<file path="src/rtl/redmule_pkg.sv">
// Shared RedMulE types and helpers for the quantized-integer weight path.
// Holds the format enum plus the sub-beat helpers used by the unpack sequencer.
package redmule_pkg;

  localparam int unsigned DATA_W         = 256;
  localparam int unsigned QINT_MAX_BEATS = 4;

  // QINT_16 is a reserved encoding that the unpack sequencer does not support.
  typedef enum logic [1:0] {
    QINT_8  = 2'd0,
    QINT_4  = 2'd1,
    QINT_2  = 2'd2,
    QINT_16 = 2'd3
  } qint_fmt_e;

  typedef enum logic {
    UNP_IDLE = 1'b0,
    UNP_EMIT = 1'b1
  } unpack_state_e;

  function automatic logic [2:0] qint_nbeats(qint_fmt_e fmt);
    case (fmt)
      QINT_4:  return 3'd2;
      QINT_2:  return 3'd4;
      default: return 3'd1;
    endcase
  endfunction

  function automatic logic qint_supported(qint_fmt_e fmt);
    return (fmt == QINT_8) || (fmt == QINT_4) || (fmt == QINT_2);
  endfunction

endpackage

</file>
<file path="src/rtl/redmule_qint_unpack_ctrl.sv">
// Replays each packed weight word to the cast stage as 1, 2 or 4 right-aligned
// sub-beats, depending on the quantized format latched with the word.
//
// state    | meaning
// ---------+-----------------------------------------------------------
// UNP_IDLE | nothing held; stream_i.ready high, stream_o.valid low
// UNP_EMIT | word held; presenting sub-beat beat_q of nbeats
module redmule_qint_unpack_ctrl
  import redmule_pkg::*;
#(
  parameter int unsigned DW = DATA_W
) (
  input  logic            clk_i,
  input  logic            rst_i,
  input  logic            clear_i,
  input  qint_fmt_e       fmt_i,
  input  logic            stream_i_valid,
  output logic            stream_i_ready,
  input  logic [DW-1:0]   stream_i_data,
  input  logic [DW/8-1:0] stream_i_strb,
  output logic            stream_o_valid,
  input  logic            stream_o_ready,
  output logic [DW-1:0]   stream_o_data,
  output logic [DW/8-1:0] stream_o_strb,
  output logic            last_o,
  output logic            busy_o,
  output logic            unsupp_o,
  output qint_fmt_e       fmt_o
);

  localparam int unsigned SW = $clog2(DW) + 1;

  unpack_state_e   state_q, state_d;
  logic [DW-1:0]   word_q, word_d;
  logic [DW/8-1:0] strb_q, strb_d;
  qint_fmt_e       fmt_q, fmt_d;
  logic [1:0]      beat_q, beat_d;
  logic            unsupp_q, unsupp_d;

  logic [2:0]      nbeats;
  logic            emit;
  logic            last;
  logic            accept;
  logic [SW-1:0]   shamt;

  always_comb begin
    nbeats = qint_nbeats(fmt_q);
    emit   = (state_q == UNP_EMIT);
    last   = emit && ({1'b0, beat_q} == (nbeats - 3'd1));

    case (nbeats)
      3'd2:    shamt = beat_q[0] ? SW'(DW / 2) : '0;
      3'd4:    shamt = SW'(beat_q) * SW'(DW / 4);
      default: shamt = '0;
    endcase

    // Clear wins over an incoming word, so ready drops while it is asserted.
    stream_i_ready = !rst_i && !clear_i && (!emit || (last && stream_o_ready));
    accept         = stream_i_valid && stream_i_ready;

    stream_o_valid = emit;
    stream_o_data  = emit ? (word_q >> shamt) : '0;
    stream_o_strb  = emit ? ((nbeats == 3'd1) ? strb_q : '1) : '0;
    last_o         = last;
    busy_o         = emit;
    unsupp_o       = unsupp_q;
    fmt_o          = fmt_q;

    state_d  = state_q;
    word_d   = word_q;
    strb_d   = strb_q;
    fmt_d    = fmt_q;
    beat_d   = beat_q;
    unsupp_d = 1'b0;

    if (emit && stream_o_ready) begin
      if (!last) begin
        beat_d = beat_q + 2'd1;
      end else begin
        state_d = UNP_IDLE;
      end
    end

    // An accept on the last beat overrides the return to idle: no bubble.
    if (accept) begin
      state_d  = UNP_EMIT;
      word_d   = stream_i_data;
      strb_d   = stream_i_strb;
      fmt_d    = fmt_i;
      beat_d   = 2'd0;
      unsupp_d = !qint_supported(fmt_i);
    end
  end

  always_ff @(posedge clk_i) begin
    if (rst_i || clear_i) begin
      state_q  <= UNP_IDLE;
      word_q   <= '0;
      strb_q   <= '0;
      fmt_q    <= QINT_8;
      beat_q   <= 2'd0;
      unsupp_q <= 1'b0;
    end else begin
      state_q  <= state_d;
      word_q   <= word_d;
      strb_q   <= strb_d;
      fmt_q    <= fmt_d;
      beat_q   <= beat_d;
      unsupp_q <= unsupp_d;
    end
  end

endmodule

</file>
<file path="config.mk">
export PLATFORM = sky130hd
export DESIGN_NAME = redmule_qint_unpack_ctrl
export DESIGN_NICKNAME = d
export VERILOG_FILES = /design/src/rtl/redmule_pkg.sv /design/src/rtl/redmule_qint_unpack_ctrl.sv
export SDC_FILE = /design/constraint.sdc
export NUM_CORES = 1
export LEC_CHECK = 0
export CAP_MARGIN = 10
export CORE_AREA = 4 4 228 230
export DETAILED_ROUTE_END_ITERATION = 7
export DIE_AREA = 0 0 232 234
export HOLD_SLACK_MARGIN = 0.06
export SYNTH_ARGS = -nofsm -noshare
export SYNTH_HDL_FRONTEND = slang
export SYNTH_SLANG_ARGS = --single-unit
export TNS_END_PERCENT = 50
</file>
<file path="constraint.sdc">
create_clock -name clk_i -period 3.5 [get_ports clk_i]
set_input_delay 0.525 -clock clk_i [delete_from_list [all_inputs] [get_ports clk_i]]
set_output_delay 0.525 -clock clk_i [all_outputs]
set_load 0.05 [all_outputs]
</file>
==> out/qor.yml <==
global_routing:
  antenna_found_initial: 13
  grt_pass1_wl_um: 93800
  grt_max_degree: 170
  overflow: 0
  track_usage_pct: 22.1
  grt_pass1_vias: 14900
layout:
  fin_area_um2: 24000
  area.growth.synth_to_final_pct: 66.3
  n_fill_cell: 4650
  drive_gt1_share_pct: 20.2
  layout.cells.non_filler: 2846
  nNetsFinal: 2435
synthesis:
  yosysSeqAreaShare_pct: 40.7
  synth-seq-cells: 294
  ys.flop_type: "dfxtp_1"
  synth_cell_types: 36
  synthArstFlopShare_pct: 0
  synth_area_leaders: "dfxtp_1 (41%), a22o_1 (18%), nand2_1 (7.6%), a21oi_1 (6.4%), a21boi_0 (4.1%)"
  syn_area_per_cell_um2: 8.73
  netlist_instances: 1655
  synth_compound_area_share_pct: 32.5
  yosys_warnings: 0
  yosys.area_share.simple_pct: 13.6
  yosysTopAreaCellShare_pct: 40.7
  synth_xor_xnor_area_share_pct: 0.182
  syn-cell-area_um2: 14500
  synth_fa_ha_area_share_pct: 0.260
  syn_nets: 1953
  synth_top_area_cell: "dfxtp_1"
  synth_top_family_by_area: "compound AO/OA/AOI/OAI gates"
  muxShareOfSynthArea_pct: 5.61
  synth_edf_count: 0
placement:
  place_inst: 2769
  place.gp.congestion: 0.915
  place_area_um2: 22600
  dp_hpwl_um: 43500
  numPortBuffers: 589
cts:
  h-tree-depth: 2
  cts_root_buffer: "clkbuf_16"
  post-cts-setup-buffers: 0
  cts_hold_buf: 0
  cts-resized-gates: 1
  cts_buffer_depth: 3
  clk_latency_ns: 0.54
  cts.clk_slew.worst_paths_ns: 0.06
  clock_sinks: 294
  cts_buffers: 38
  cts_tree: "built"
run:
  cap_violations: 0
min_path:
  worstHoldStart: "strb_q[17]"
  hp-class: "flip-flop to flip-flop"
  hold_depth: 1
  min_to: "strb_q[17]"
worst_setup_path:
  r2r_end: "word_q[135]"
  reg2reg_depth: 8
  cp_common_cell: "buf_4"
  cpLargestDelayFamily: "buffers and inverters"
  crit_fanout: 69
  max_stage_delay_ns: 0.37
  critPathBufInv: 4
  startpoint_type: "flip-flop"
  end_kind: "output pin"
  rrSetupSlack_ns: 0.68
  crit_type: "flip-flop to output pin"
  crit_path_cell_trace: "inv_1 -> ha_4 -> ha_1 -> a21oi_1 -> buf_4 -> nor2_4 -> clkbuf_16 -> mux4_2 -> and2_1 -> buf_4"
  r2r_start: "fmt_o[0]"
  cp.required_ns: 2.97
  crit_arrival_ns: 2.79
  slowest_stage: "mux4_2"
pwr:
  powerDensity_nw_per_um2: 363
  pwr-share-comb_pct: 11.3
  p_int_mw: 6.62
  clockPowerShare_pct: 47.9
  power_mw: 8.74
  power.leakage_nw: 9.05
  p_switching_mw: 2.11
  pwr-share-seq_pct: 40.8
  power_switching_share_pct: 24.2
  ir_drop_mv: 0.296
sta:
  finalCritPeriodShare_pct: 94.9
  relSlewSlack_pct: 40.5
  drv_slew: 0
  fin_skew_ns: 0.0182
  rsz0062_at_grt: "false"
  hold_violations: 0
  setup_viol: 0
  final.min_clock_period_ns: 3.32
  worst_slew_pin_slew_ns: 0.893
  max_freq_mhz: 301
drt:
  via_count: 14800
  routed_wl_um: 64000
  viasPerCell: 5.22
  final_antenna_net_count: 0
  drt_iter0_drc: 1066
  wl_per_cell_um: 22.5
  dr.pass1.iters: 5
  drc: 0
run_status:
  status: "completed"
die:
  start_util_pct: 29.0
  die_h_um: 234
  rows: 82
  ios: 590
  core_um2: 49900
  dieArea_um2: 54300
  fp.dieW_um: 232
[layer usage]
metal  wire length [µm]  global-route usage (%)  vias to the layer above
met5                 68                       0                        -
met4               2430                    9.34                       10
met3               5320                    6.17                      129
met2              30300                    36.7                      618
met1              25800                    27.1                     7129
li1                   -                       -                     6957
[worst max-delay path by stage]
stage	slack, ns	start	depth (start not counted)	endpoint
2_1_floorplan	-0.28	fmt_o[0]	8	stream_o_data[98]
3_3_place_gp	0.63	fmt_o[0]	10	stream_o_data[4]
3_5_place_dp	0.59	fmt_o[1]	9	stream_o_data[4]
4_1_cts	0.05	fmt_o[1]	9	stream_o_data[4]
5_1_grt	0.04	fmt_o[0]	9	stream_o_data[113]
6_report	0.18	fmt_o[0]	10	stream_o_data[4]
[cell type report]
type | instances | area [µm²] | area share, %
multi-input combinational | 1150 | 7600 | 31.6
sequential | 294 | 5890 | 24.5
timing repair buffer | 617 | 8210 | 34.1
tap | 672 | 841 | 3.50
clock inverter | 8 | 130 | 0.541
clock buffer | 59 | 1220 | 5.09
inverter | 36 | 135 | 0.562
antenna | 10 | 25.0 | 0.104
[cells in the mapped netlist, types with 2 or more instances]
cell type,count
a22o_1,290
mux2_2,46
inv_1,36
a21oi_1,185
buf_4,10
mux4_2,5
and3_1,65
buf_6,19
o21a_1,59
and2_1,26
mux2i_1,18
buf_2,37
nand3_1,46
a21boi_0,78
clkbuf_1,89
dfxtp_1,294
nand2_1,294
xnor2_1,2
o2bb2ai_1,18
nor3b_1,2
ha_1,3
clkbuf_4,4
buf_1,16
[power groups by stage]
stage	registers, mW	clock network, mW	logic (mW)
5_1_grt	3.58	4.43	1.04
3_5_place_dp	3.63	0	0.984
4_1_cts	3.56	4.30	0.989
3_3_place_gp	3.63	0	0.978
2_1_floorplan	3.60	0	0.441
6_report	3.56	4.19	0.984
[cell families after synthesis]
logic type | after synthesis
buf+inv | 211
xor+xnor | 3
compound gates | 635
flops | 294
simple gates | 440
mux | 69
fa+ha+maj | 3
[cell usage in the layout, fill, tap and decap left out, types with 2 or more instances in the layout]
| cell | Yosys | routed |
|---|---|---|
| mux2i_1 | 18 | 18 |
| mux2_2 | 46 | 46 |
| nand3_1 | 46 | 46 |
| mux4_2 | 5 | 5 |
| and3_1 | 65 | 65 |
| and2_1 | 26 | 24 |
| buf_4 | 10 | 87 |
| clkdlybuf4s50_1 | 0 | 306 |
| nor3b_1 | 2 | 2 |
| nand2_1 | 294 | 292 |
| inv_1 | 36 | 36 |
| clkinvlp_4 | 0 | 3 |
| a21oi_1 | 185 | 184 |
| clkbuf_8 | 0 | 13 |
| xnor2_1 | 2 | 2 |
| a22o_1 | 290 | 290 |
| ha_1 | 3 | 2 |
| diode_2 | 0 | 10 |
| clkinv_4 | 0 | 2 |
| o2bb2ai_1 | 18 | 18 |
| a21boi_1 | 0 | 28 |
| o21a_1 | 59 | 59 |
| clkbuf_16 | 0 | 42 |
| a21boi_0 | 78 | 50 |
| bufinv_16 | 0 | 3 |
| dfxtp_1 | 294 | 293 |
| buf_12 | 0 | 223 |
| nand2_4 | 0 | 2 |
| clkbuf_1 | 89 | 5 |
[registers in the layout, indices dropped and copies added (netlist names)]
signal	cells
word_q	256
unsupp_o	1
strb_q	32
busy_o	1
beat_q	2
fmt_o	2
[stage by stage]
stage	hold WS [ns]	util, %	TNS (ns)	setup WS (ns)
floorplan	0.444	-	-5.96	-0.278
global placement	0.461	45.4	0	0.633
detailed placement	0.461	45.4	0	0.593
CTS	0.479	48.1	0	0.0495
global route	0.484	48.2	0	0.0441
finish	0.479	48.2	0	0.180
(Power assumes the default switching activity.)
